==> src/rtl/fifo_pkg.sv <==
// Shared constants and elaboration helpers for the parametrised sync FIFO.
// Compile-time option: FIFO_FWFT_EN (see sync_fifo_param) selects first-word-fall-through reads.
package fifo_pkg;

  // Defaults matching the legacy fixed-size buffer's word width.
  localparam int unsigned DefDataW = 16;
  localparam int unsigned DefDepth = 8;

  // Smallest k such that 2**k >= n. Used for pointer and occupancy widths.
  function automatic int unsigned fifo_clog2(input int unsigned n);
    int unsigned res;
    res = 0;
    for (int unsigned i = 0; i < 32; i++) begin
      if ((64'd1 << i) < 64'(n)) begin
        res = i + 1;
      end
    end
    return res;
  endfunction

  // Pointers wrap naturally only when the depth is a power of two.
  function automatic bit depth_ok(input int unsigned depth);
    return (depth >= 2) && ((depth & (depth - 1)) == 0);
  endfunction

  function automatic bit af_lvl_ok(input int unsigned af_lvl, input int unsigned depth);
    return (af_lvl >= 1) && (af_lvl <= depth);
  endfunction

  function automatic bit ae_lvl_ok(input int unsigned ae_lvl, input int unsigned depth);
    return ae_lvl <= (depth - 1);
  endfunction

endpackage

==> src/rtl/fifo_mem.sv <==
// Register-array storage for the sync FIFO: one synchronous write port and one
// asynchronous read port. Contents are deliberately not reset.
module fifo_mem #(
  parameter int unsigned DataW = 16,
  parameter int unsigned Depth = 8,
  parameter int unsigned AddrW = 3
) (
  input  logic             clk_i,
  input  logic             we_i,
  input  logic [AddrW-1:0] waddr_i,
  input  logic [DataW-1:0] wdata_i,
  input  logic [AddrW-1:0] raddr_i,
  output logic [DataW-1:0] rdata_o
);

  logic [DataW-1:0] mem_q [Depth];

  // Write port: store the word on an accepted write.
  always_ff @(posedge clk_i) begin
    if (we_i) begin
      mem_q[waddr_i] <= wdata_i;
    end
  end

  // Read port: combinational lookup at the read pointer.
  always_comb begin
    rdata_o = mem_q[raddr_i];
  end

endmodule

==> src/rtl/sync_fifo_param.sv <==
// Single-clock parametrised FIFO with occupancy count, programmable almost
// flags, sticky overflow/underflow flags and synchronous flush.
// Compile-time option: define FIFO_FWFT_EN for first-word-fall-through reads;
// otherwise rd_data is a register loaded by each accepted read.
module sync_fifo_param
  import fifo_pkg::*;
#(
  parameter int unsigned DATA_W = DefDataW,
  parameter int unsigned DEPTH  = DefDepth,
  parameter int unsigned AF_LVL = DEPTH - 2,
  parameter int unsigned AE_LVL = 2
) (
  input  logic                             clk,
  input  logic                             rstn,
  input  logic                             clr,
  input  logic                             wr_en,
  input  logic [DATA_W-1:0]                wr_data,
  input  logic                             rd_en,
  output logic [DATA_W-1:0]                rd_data,
  output logic                             rd_valid,
  output logic                             fifo_full,
  output logic                             fifo_empty,
  output logic                             almost_full,
  output logic                             almost_empty,
  output logic [fifo_clog2(DEPTH+1)-1:0]   count,
  output logic                             ovf,
  output logic                             udf
);

  localparam int unsigned PtrW = fifo_clog2(DEPTH);
  localparam int unsigned CntW = fifo_clog2(DEPTH + 1);

  localparam logic [CntW-1:0] CntFull = CntW'(DEPTH);
  localparam logic [CntW-1:0] CntAf   = CntW'(AF_LVL);
  localparam logic [CntW-1:0] CntAe   = CntW'(AE_LVL);

  // Reject illegal configurations at elaboration.
  if (!depth_ok(DEPTH)) begin : g_bad_depth
    $error("sync_fifo_param: DEPTH must be a power of two and at least 2");
  end
  if (!af_lvl_ok(AF_LVL, DEPTH)) begin : g_bad_af
    $error("sync_fifo_param: AF_LVL must lie in 1..DEPTH");
  end
  if (!ae_lvl_ok(AE_LVL, DEPTH)) begin : g_bad_ae
    $error("sync_fifo_param: AE_LVL must lie in 0..DEPTH-1");
  end

  logic [PtrW-1:0]   wr_ptr_q, wr_ptr_d;
  logic [PtrW-1:0]   rd_ptr_q, rd_ptr_d;
  logic [CntW-1:0]   count_q, count_d;
  logic              ovf_q, ovf_d;
  logic              udf_q, udf_d;
  logic              wr_acc, rd_acc;
  logic [DATA_W-1:0] mem_rdata;

  // Status flags decode straight from the occupancy register.
  always_comb begin
    fifo_full    = (count_q == CntFull);
    fifo_empty   = (count_q == '0);
    almost_full  = (count_q >= CntAf);
    almost_empty = (count_q <= CntAe);
    count        = count_q;
    ovf          = ovf_q;
    udf          = udf_q;
  end

  // Acceptance uses pre-edge flags; a flush suppresses both ports.
  always_comb begin
    wr_acc = wr_en & ~fifo_full & ~clr;
    rd_acc = rd_en & ~fifo_empty & ~clr;
  end

  // Next-state for pointers, occupancy and sticky error flags.
  always_comb begin
    wr_ptr_d = wr_ptr_q;
    rd_ptr_d = rd_ptr_q;
    count_d  = count_q;
    ovf_d    = ovf_q;
    udf_d    = udf_q;
    if (clr) begin
      wr_ptr_d = '0;
      rd_ptr_d = '0;
      count_d  = '0;
      ovf_d    = 1'b0;
      udf_d    = 1'b0;
    end else begin
      if (wr_acc) begin
        wr_ptr_d = wr_ptr_q + PtrW'(1);
      end
      if (rd_acc) begin
        rd_ptr_d = rd_ptr_q + PtrW'(1);
      end
      unique case ({wr_acc, rd_acc})
        2'b10:   count_d = count_q + CntW'(1);
        2'b01:   count_d = count_q - CntW'(1);
        default: count_d = count_q;
      endcase
      // Attempts are flagged even though the rejected side has no effect.
      ovf_d = ovf_q | (wr_en & fifo_full);
      udf_d = udf_q | (rd_en & fifo_empty);
    end
  end

  // Control state registers.
  always_ff @(posedge clk or negedge rstn) begin
    if (!rstn) begin
      wr_ptr_q <= '0;
      rd_ptr_q <= '0;
      count_q  <= '0;
      ovf_q    <= 1'b0;
      udf_q    <= 1'b0;
    end else begin
      wr_ptr_q <= wr_ptr_d;
      rd_ptr_q <= rd_ptr_d;
      count_q  <= count_d;
      ovf_q    <= ovf_d;
      udf_q    <= udf_d;
    end
  end

  fifo_mem #(
    .DataW (DATA_W),
    .Depth (DEPTH),
    .AddrW (PtrW)
  ) u_mem (
    .clk_i   (clk),
    .we_i    (wr_acc),
    .waddr_i (wr_ptr_q),
    .wdata_i (wr_data),
    .raddr_i (rd_ptr_q),
    .rdata_o (mem_rdata)
  );

`ifdef FIFO_FWFT_EN
  // Head word is presented as soon as it is stored; rd_en pops it.
  always_comb begin
    rd_data  = mem_rdata;
    rd_valid = ~fifo_empty;
  end
`else
  logic [DATA_W-1:0] rd_data_q, rd_data_d;
  logic              rd_valid_q, rd_valid_d;

  // Load the popped word; hold it otherwise (including across a flush).
  always_comb begin
    rd_data_d  = rd_acc ? mem_rdata : rd_data_q;
    rd_valid_d = rd_acc;
  end

  // Registered read data and its one-cycle valid strobe.
  always_ff @(posedge clk or negedge rstn) begin
    if (!rstn) begin
      rd_data_q  <= '0;
      rd_valid_q <= 1'b0;
    end else begin
      rd_data_q  <= rd_data_d;
      rd_valid_q <= rd_valid_d;
    end
  end

  // Drive the read outputs from the register.
  always_comb begin
    rd_data  = rd_data_q;
    rd_valid = rd_valid_q;
  end
`endif

  // Structural invariants: occupancy bounded and consistent with the pointers.
  a_count_range : assert property (@(posedge clk) disable iff (!rstn)
    count_q <= CntFull);
  a_full_empty_excl : assert property (@(posedge clk) disable iff (!rstn)
    !(fifo_full && fifo_empty));
  a_ptr_count : assert property (@(posedge clk) disable iff (!rstn)
    PtrW'(wr_ptr_q - rd_ptr_q) == PtrW'(count_q));

endmodule

==> config.mk <==
export PLATFORM = sky130hd
export DESIGN_NAME = sync_fifo_param
export DESIGN_NICKNAME = d
export VERILOG_FILES = /design/src/rtl/fifo_pkg.sv /design/src/rtl/fifo_mem.sv /design/src/rtl/sync_fifo_param.sv
export SDC_FILE = /design/constraint.sdc
export NUM_CORES = 1
export LEC_CHECK = 0
export ABC_AREA = 1
export CAP_MARGIN = 20
export CORE_UTILIZATION = 52
export CTS_CLUSTER_SIZE = 8
export DETAILED_ROUTE_END_ITERATION = 8
export PLACE_DENSITY = 0.83
export SLEW_MARGIN = 0
export SYNTH_ARGS = -nofsm -noshare
export SYNTH_HDL_FRONTEND = slang
export SYNTH_SLANG_ARGS = --single-unit
export TNS_END_PERCENT = 30
==> constraint.sdc <==
create_clock -name clk -period 2 [get_ports clk]
set_clock_uncertainty 0.15 [all_clocks]
set_input_delay 0.4 -clock clk [delete_from_list [all_inputs] [get_ports clk]]
set_output_delay 0.4 -clock clk [all_outputs]
set_load 0.005 [all_outputs]
# Yosys cells after proc, flatten, opt, wreduce, memory -nomap -nowiden
# Memory sizes are Yosys's and may differ from the RTL's. A register that Yosys moved wholly into a read port is not among the register bits.
# Cells that the tools add are included.
dict set report totals {
  n_memories 1
  word_cells 42
  ramBits 128
  in_bits 21
  latchBits 0
  register_bits 13
  rom_bits 0
  output_inout_bits 27
}
# name depth width rd rd_ports_with_merged_regs wr line_no
set memory_table {}
lappend memory_table {u_mem.mem_q 8 16 1 1 1 fifo_mem.sv:16} ;# logic [DataW-1:0] mem_q [Depth];
dict set report op_classes {
  magnitude_cmp 2
  muxes 10
  n_reduce_logical 5
  shifts 0
  eq_ne 3
  n_addsub 4
  n_div 0
  mul 0
  bitwise 11
}
# cell count
set ops {}
lappend ops {{$mux W3} 4}
lappend ops {{$pmux W4 S2} 1}
lappend ops {{$add A3 B1 Y3 const B} 2}
lappend ops {{$and A1 B1 Y1} 6}
lappend ops {{$add A4 B1 Y4 const B} 1}
lappend ops {{$eq A4 B4 Y1 const B} 1}
lappend ops {{$ge A4 B3 Y1 const B} 1}
lappend ops {{$le A4 B2 Y1 const B} 1}
lappend ops {{$logic_not A4 Y1} 1}
lappend ops {{$mux W1} 4}
lappend ops {{$mux W4} 1}
lappend ops {{$reduce_bool A2 Y1} 2}
lappend ops {{$sub A4 B1 Y4 const B} 1}
lappend ops {{$not A1 Y1} 3}
lappend ops {{$reduce_bool A3 Y1} 1}
lappend ops {{$eq A2 B1 Y1 const B} 1}
lappend ops {{$eq A2 B2 Y1 const B} 1}
lappend ops {{$or A1 B1 Y1} 2}
lappend ops {{$logic_not A1 Y1} 1}

# Depth between registers and ports, before layout
# Gate-level depths: netlist of the first run.
dict set report depth {
  depth_word 7
  depth_mapped 14
  depth_no_buf 14
}

# Hierarchy
# From an unflattened synthesis of the first run, not the netlist that was laid out.
dict set report unflattened {
  cells_unflattened 737
  area_unflattened_um2 7035.5
}
# mod seq_area_each_um2 area_per_inst_um2 cells_each n_inst
set modules_own_cells {}
lappend modules_own_cells {fifo_mem 3843.7 5669.2 571 1}
lappend modules_own_cells {sync_fifo_param 725.7 1366.3 166 1}

# Least setup slack after synthesis of the first run
# OpenSTA, ideal clock, no wires.
dict set report synth_path {
  path_type {register -> register}
  start {register count_q[3] (netlist: count[3])}
  end {memory u_mem.mem_q[0][0], enable pin}
  synth_period_minus_slack_ns 2.198
  t_arrival_ns 1.660
  path_stages_with_launch 8
  setup_ns 0.388
  slack_ns -0.198
  t_required_ns 1.462
  path_buffers 0
  cell_sequence {dfrtp_1 > inv_2 > nor2_1 > nand2_1 > nand3_2 > inv_1 > nand2_1 > nor2_1}
}
dict set report synth_via {
  elab_chain_cells 6
}
# item line_no
set synth_rtl {}
lappend synth_rtl {{start, declared} sync_fifo_param.sv:50} ;# logic [CntW-1:0] count_q, count_d;
lappend synth_rtl {{start signal, assigned} sync_fifo_param.sv:115} ;# count_q <= count_d;
lappend synth_rtl {{$eq A4 B4 Y1} sync_fifo_param.sv:58} ;# fifo_full = (count_q == CntFull);
lappend synth_rtl {{$not A1 Y1} sync_fifo_param.sv:69} ;# wr_acc = wr_en & ~fifo_full & ~clr;
lappend synth_rtl {{$and A1 B1 Y1 (2 in series)} sync_fifo_param.sv:69}
lappend synth_rtl {{$mux W1} fifo_mem.sv:20} ;# if (we_i) begin
lappend synth_rtl {{$mux W1 (not written as such)} fifo_mem.sv:21} ;# mem_q[waddr_i] <= wdata_i;
lappend synth_rtl {{end, declared} fifo_mem.sv:16}
# No other way between the ends.

# Worst setup path in the final report of the first run
dict set report layout_path {
  start {register count_q[3] (netlist: count[3])}
  end {output port count[3]}
}
# item line_no
set layout_rtl {}
lappend layout_rtl {{end, declared} sync_fifo_param.sv:25} ;# output logic [fifo_clog2(DEPTH+1)-1:0] count,
# No word-level cell between the ends.

==> out/metrics.sh, run 1 <==
PATH_CLK_SLEW_NS=0.06
GRT_USAGE_PCT=24.1
CELLPOWERDENSITY_nW_PER_UM2=1280
FP.DIEAREA_UM2=12500
WORSTSETUPENDPOINTTYPE='primary output'
REGTOREGENDPOINT='u_mem.mem_q[7][2]'
POST_SYNTHESIS_SEQUENTIAL_ELEMENT_COUNT=157
CRITICAL_PATH.REG2REG.STARTPOINT='count[3]'
INSERTEDDIODECOUNT=0
P_CLK_SHARE_PCT=32.5
PWR-SHARE-SEQ_PCT=39.8
GRT_PASS1_WL_UM=22500
SETUP_VIOL_COUNT_FINAL=1
POSTSYNTHCELLCOUNT=493
CRIT_TYPE='reg -> out'
IO_PINS=48
DRT.ANTENNA.VIOLATING_NETS=0
USE_MET2_PCT=40.0
ASYNC_RESET_FF_SHARE_PCT=18.5
SYNTH.CELL_AREA_UM2=6250
AREA.GROWTH.SYNTH_TO_FINAL_PCT=26.2
ARRIVAL_WORST_ENDPOINT_NS=1.49
NETS=611
HTREE_LEVELS=4
DETAILED_PLACE_HPWL_UM=8960
VIOLATIONS='DRC, setup timing'
SLEW_HEADROOM_PCT=72.2
MET1_TRACK_USAGE_GR_PCT=30.6
POST-SYNTH-TOP-AREA-FRACTION_PCT=61.5
DIE_BOUNDARY_WIDTH_UM=112
YOSYSWARNINGS=0
COMMONEST_NON_FILL_NON_TAP_CELL_IN_THE_LAYOUT='sky130_fd_sc_hd__edfxtp_1'
DRT_FIRST_PASS_ITERS=7
ROWS=39
GRT_START_MAX_NET_PINS=35
SYNTH_SEQUENTIAL_AREA_RATIO_PCT=73.1
CRITICAL_PATH_REQUIRED_NS=1.45
IR_DROP_V=0.000754
TIMING.FINAL.WS_SETUP_NS=-0.0368
DESIGN_POWER_TOTAL_mW=10.1
TIMING_MAX_TRANSITION_VIOLATIONS_FINAL=0
SYNTH.AVG_CELL_AREA_UM2=12.7
PORT-BUFFER-COUNT=47
GLOBAL_ROUTE.USAGE.MET3_PCT=5.12
WORST-R2R-SETUP-SLACK_NS=0.02
DIE_H_UM=112
SYN_NETS=518
GRT_REMAINING_OVERFLOW=0
GP_CONGESTION=0.892
CTS_TREE='yes'
FLOORPLAN.CORE_AREA_UM2=11600
SYNTH_CELL_TYPES=27
WORST_SKEW_PAIR.LATE_LATENCY_NS=0.43
FF2FF_PATH_DEPTH=9
WORST_SETUP_PATH_START_KIND='flip-flop'
MAIN_FLOP_TYPE_AFTER_SYNTHESIS='sky130_fd_sc_hd__edfxtp_1'
MAXIMUM_OPERATING_FREQUENCY_MHz=491
DRIVE_ABOVE_1_SHARE_PCT=19.2
CTS_ROOT_BUF='sky130_fd_sc_hd__clkbuf_16'
MIN_PERIOD_NS=2.04
SYNTH_TOP_CELL_BY_AREA='sky130_fd_sc_hd__edfxtp_1'
CLOCK_SINKS=157
POWER.INTERNAL_mW=7.04
ROUTE.VIAS.TOTAL=4333
NUMCTSBUFFERS=17
SYNTH_TOP_CELLS_BY_AREA='sky130_fd_sc_hd__edfxtp_1, sky130_fd_sc_hd__dfrtp_1, sky130_fd_sc_hd__o21ai_0'
OUTCOME='finished, violations left'
DRT_ITER0_MARKERS=494
PATH_CLASS_OF_THE_LOWEST_SLACK_MIN_DELAY_PATH='in -> async'
FIRST_GLOBAL_VIAS=4322
STARTING_DENSITY_OF_THE_CORE_PCT=54.0
GRT_SETUP_UNREPAIRED='yes'
WORST-PATH-MAX-FANOUT=3
BUSIEST_LAYER='met2'
ROUTE.DETAILED.WL_PER_INST_UM=19.7
LAYOUT_COMMON_CELLS='sky130_fd_sc_hd__edfxtp_1, sky130_fd_sc_hd__o21ai_0, sky130_fd_sc_hd__nor2_1'
REMAINING_DRC_ERRORS=6
SWITCHINGPOWER_mW=3.08
NUMBER_OF_ANTENNA_VIOLATIONS_AT_THE_FIRST_CHECK_IN_GLOBAL_ROUTING=0
SWITCHING_SHARE_PCT=30.4
DRV.MAX_CAP_VIOLATION_COUNT=0
POST-ROUTE-PERIOD-UTIL_PCT=102
CLK_PATH_BUF_DEPTH=2
HOLD_VIOL_FINAL=0
WORSTMARGINPINSLEW_NS=0.418
POST_DRT_VIA_CELL_RATIO=5.84
FIN_TNS_SETUP_NS=-0.0368
PWR-SHARE-COMB_PCT=27.7
LEAKAGEPOWER_nW=3.03
WL_UM=14600
HOLDBUFCOUNTCTS=0
NUMBER_OF_ENABLE_FLIP_FLOP_CELLS_AFTER_SYNTHESIS=128
==> critical path: stages (launching register included) <==
cell                              delay (ns)
sky130_fd_sc_hd__dfrtp_2                0.42
sky130_fd_sc_hd__buf_4                  0.15
sky130_fd_sc_hd__clkdlybuf4s50_1        0.49
==> registers in the layout (all words and copies together) (netlist names) <==
register,count
rd_ptr_q,3
rd_data,16
count,4
wr_ptr_q,3
rd_valid,1
u_mem.mem_q,128
ovf,1
udf,1
==> synth_stat cells (5+ instances only) <==
master                       n
sky130_fd_sc_hd__o211ai_1   16
sky130_fd_sc_hd__inv_1      21
sky130_fd_sc_hd__clkbuf_1   17
sky130_fd_sc_hd__nand3_1     7
sky130_fd_sc_hd__edfxtp_1  128
sky130_fd_sc_hd__o21ai_0    72
sky130_fd_sc_hd__o221ai_1   16
sky130_fd_sc_hd__buf_4       5
sky130_fd_sc_hd__o22ai_1    17
sky130_fd_sc_hd__nor2_1     74
sky130_fd_sc_hd__dfrtp_1    29
sky130_fd_sc_hd__nand2_1    63
==> metrics by stage <==
| stage | std cells | setup WS, ns | cell area (um^2) | hold WS (ns) | util [%] |
|---|---|---|---|---|---|
| floorplan | 493 | -0.198 | 6250 | -0.0456 | - |
| detailed placement | 703 | -0.257 | 7120 | 0.315 | 61.6 |
| global route | 742 | -0.0595 | 7890 | 0.262 | 68.2 |
| CTS | 738 | -0.218 | 7800 | 0.216 | 67.4 |
| finish | 742 | -0.0368 | 7890 | 0.211 | 68.2 |
| global placement | 703 | -0.193 | 7120 | 0.313 | 61.6 |
==> layer usage <==
metal,part of all wire (%),vias to the layer above
met3,8.2,34
met2,50,241
met5,0,-
li1,-,1968
met4,2.3,0
met1,40,2090
==> area by class of cell <==
cell class,count,area [um^2]
flip-flops and latches,157,4570
fillers,740,3680
multi-input cells,284,1510
repair buffers,100,906
clock buffers,21,503
well taps,143,179
clock inverters,11,114
inverters,26,103
==> worst max-delay path by stage <==
| stage | startpoint | endpoint | slack, ns | cells past startpoint |
|---|---|---|---|---|
| CTS | count[1] | fifo_empty | -0.22 | 4 |
| global placement | clr | u_mem.mem_q[2][14] | -0.19 | 7 |
| finish | count[3] | count[3] | -0.04 | 2 |
| global route | count[3] | count[3] | -0.06 | 2 |
| detailed placement | clr | count[3] | -0.26 | 13 |
| floorplan | count[3] | u_mem.mem_q[0][0] | -0.20 | 7 |
==> kinds of logic (layout without fill, tap and decap cells) <==
logic type,after synthesis,after routing,share of synthesized area (%)
buf+inv,52,158,3.75
simple gates,153,153,10.1
flops,157,157,73.1
compound gates,126,126,12.0
xor+xnor,1,1,0.140
fa+ha+maj,4,4,0.801
==> power by group through the flow <==
stage          registers [mW]  clock network, mW  logic (mW)
6_report                 4.03               3.29        2.81
5_1_grt                  4.06               3.46        3.05
4_1_cts                  4.01               3.32        2.71
3_5_place_dp             4.07                  0        2.62
3_3_place_gp             4.05                  0        2.51
2_1_floorplan            4.08                  0        1.43
==> what timing repair did <==
action                                  4_1_cts  5_1_grt
pin swaps                                     1        7
endpoints found under the setup margin       67      136
setup buffers                                 3        4
resized for setup                            17       23
gates cloned                                  0        0
Note: power is estimated with default switching activity, not from simulation.
==> run 2: changes to the inputs <==
- CORE_UTILIZATION: 52 -> 55
- DONT_BUFFER_PORTS: unset -> 1
- PLACE_DENSITY: 0.83 -> 0.81
- RECOVER_POWER: unset -> 100
==> run 2 against run 1 <==
  * The run now ends clean
  * Sequential share of layout area up 3.8 points
  * Sequential cell count unchanged
  * Total power down 10%
==> out/metrics.sh, run 2 (synthesis gave the netlist of run 1 again) <==
AREA.GROWTH.SYNTH_TO_FINAL_PCT=18.5
FP.DIEAREA_UM2=11800
ROWS=38
CLK_PATH_BUF_DEPTH=2
WL_UM=14200
ROUTE.DETAILED.WL_PER_INST_UM=20.4
WORST-R2R-SETUP-SLACK_NS=0.04
CRIT_TYPE='reg -> reg'
CRITICAL_PATH_REQUIRED_NS=1.97
DRV.MAX_CAP_VIOLATION_COUNT=0
DIE_H_UM=109
FINAL.HOLD.WORST_SLACK_NS=0.0305
POST-ROUTE-CELL-AREA_UM2=7400
MULTI_INPUT_COMB_AREA_UM2=1490
CRIT_PATH_MAX_INCR_DELAY_NS=0.46
CRITICAL_PATH.ENDPOINT='u_mem.mem_q[0][2]'
STARTING_DENSITY_OF_THE_CORE_PCT=57.1
CRITICAL-PATH-SLOWEST-CELL='sky130_fd_sc_hd__dfrtp_2'
GRT_START_MAX_NET_PINS=35
DRT_FIRST_PASS_ITERS=5
TOP_LAYER_USED='met4'
PATH_CLASS_OF_THE_LOWEST_SLACK_MIN_DELAY_PATH='in -> reg'
DRIVE_ABOVE_1_SHARE_PCT=16.3
REMAINING_DRC_ERRORS=0
LAYOUT.CELLS.NON_FILLER=698
POST-ROUTE-PERIOD-UTIL_PCT=97.9
FLOORPLAN.CORE_AREA_UM2=10900
NUMCTSBUFFERS=17
PATH_DELAY_FAMILY='simple AND/OR/NAND/NOR gates'
FF_LATCH_AREA_UM2=4570
WORSTSETUPENDPOINTTYPE='flip-flop'
GRT_USAGE_PCT=25.5
HTREE_LEVELS=4
OUTCOME='finished clean'
ROUTEDLENGTHMET1_UM=5420
IR_DROP_V=0.000681
DIE_BOUNDARY_WIDTH_UM=109
LAYOUT_COMMON_CELLS='sky130_fd_sc_hd__edfxtp_1, sky130_fd_sc_hd__o21ai_0, sky130_fd_sc_hd__nor2_1'
CTS_TREE='yes'
FIN_TNS_SETUP_NS=0
FINAL_CORE_UTILIZATION_PCT=67.7
WORST_SKEW_PAIR.LATE_LATENCY_NS=0.43
ROUTE.VIAS.TOTAL=4222
ARRIVAL_WORST_ENDPOINT_NS=1.93
DESIGN_POWER_TOTAL_mW=9.10
INSERTEDDIODECOUNT=0
CELL_AREA_REPORTED_AFTER_DETAILED_PLACEMENT_UM2=6590
NETS=570
FF2FF_PATH_DEPTH=8
CTS_ROOT_BUF='sky130_fd_sc_hd__clkbuf_16'
PATH_CLK_SLEW_NS=0.06
MAXIMUM_OPERATING_FREQUENCY_MHz=511
WORSTMARGINPINSLEW_NS=0.780
PLACEMENT.SETUP.WORST_SLACK_NS=0.00436
MIN_PERIOD_NS=1.96
REGTOREGENDPOINT='u_mem.mem_q[0][2]'
NUMPLACEDINSTANCES=642
GP_CONGESTION=0.946
GRT_SETUP_UNREPAIRED='yes'
WORSTPATHBUFFERINVERTERCOUNT=3
CP_NUM_CELLS=8
DRT_ITER0_MARKERS=457
CLOCK_SINKS=157
NUMBER_OF_ANTENNA_VIOLATIONS_AT_THE_FIRST_CHECK_IN_GLOBAL_ROUTING=0
POST_DRT_VIA_CELL_RATIO=6.05
SLEW_HEADROOM_PCT=48.0
TIMING_MAX_TRANSITION_VIOLATIONS_FINAL=0
LARGEST_REGISTER='u_mem.mem_q'
CRIT_CHAIN='inv_2, nor2_1, nand2_1, nand3_4, inv_1, nand2_2, nor2_2, buf_6'
COMMONEST_NON_FILL_NON_TAP_CELL_IN_THE_LAYOUT='sky130_fd_sc_hd__edfxtp_1'
DRT.ANTENNA.VIOLATING_NETS=0
MET3WIRELENGTH_UM=1120
SETUP_VIOL_COUNT_FINAL=0
GRT_PASS1_WL_UM=21500
GRT_REMAINING_OVERFLOW=0
TIMING.FINAL.WS_SETUP_NS=0.0420
IO_PINS=48
CELLPOWERDENSITY_nW_PER_UM2=1230
MET2WIRELENGTH_UM=7260
LEAKAGEPOWER_nW=2.77
WORST_SETUP_PATH_START_KIND='flip-flop'
NFILLCELLS=732
FIRST_GLOBAL_VIAS=4215
HOLD_VIOL_FINAL=0
DETAILED_PLACE_HPWL_UM=8380
CP_LAUNCH_POINT='count[3]'
PORT-BUFFER-COUNT=0
CRITICAL_PATH.REG2REG.STARTPOINT='count[3]'
LARGEST_REGISTER_FF_COUNT=128
WORST-PATH-MAX-FANOUT=12
run 2: cell types whose count changed in the layout (fill, tap and decap cells not counted), moves of 4 or more:
| cell | delta |
|---|---|
| sky130_fd_sc_hd__buf_4 | -14 |
| sky130_fd_sc_hd__inv_1 | +4 |
| sky130_fd_sc_hd__clkdlybuf4s50_1 | -40 |
| sky130_fd_sc_hd__clkinvlp_4 | +4 |
| sky130_fd_sc_hd__dlygate4sd3_1 | +20 |
| sky130_fd_sc_hd__clkinv_2 | +4 |
run 2: how the worst min path moves through the flow:
stage	startpoint	endpoint	slack [ns]	cells past startpoint
2_1_floorplan	rstn	count[0]	-0.05	0
3_3_place_gp	rstn	count[3]	-0.04	0
3_5_place_dp	rstn	count[3]	-0.04	0
4_1_cts	wr_en	wr_ptr_q[2]	0.02	2
5_1_grt	wr_en	wr_ptr_q[2]	0.03	2
6_report	wr_en	wr_ptr_q[2]	0.03	2
run 2: power by group:
| part | internal (mW) | switching, mW |
|---|---|---|
| Sequential | 3.84 | 0.225 |
| Clock | 1.58 | 1.27 |
| Combinational | 0.774 | 1.40 |
| Total | 6.19 | 2.90 |
run 2: timing repair:
action | CTS | global route
hold buffers | 21 | 0
setup buffers | 0 | 3
pin swaps | 0 | 4
hold endpoints to repair | 159 | 0
endpoints found under the setup margin | 15 | 105
gates resized for setup | 2 | 14
run 2: metal layers:
| metal | vias up | track usage [%] |
|---|---|---|
| met5 | - | 0 |
| met4 | 0 | 14.2 |
| met3 | 39 | 6.39 |
| met2 | 237 | 42.5 |
| met1 | 2056 | 30.4 |
| li1 | 1890 | - |
run 2: layout make-up:
cell class,instances,share of cell area [%]
Inverter,26,1.35
Clock buffer,18,5.80
Clock inverter,14,1.30
Timing Repair Buffer,59,7.34
Sequential cell,157,61.8
Multi-Input combinational cell,284,20.1
Tap cell,140,2.37
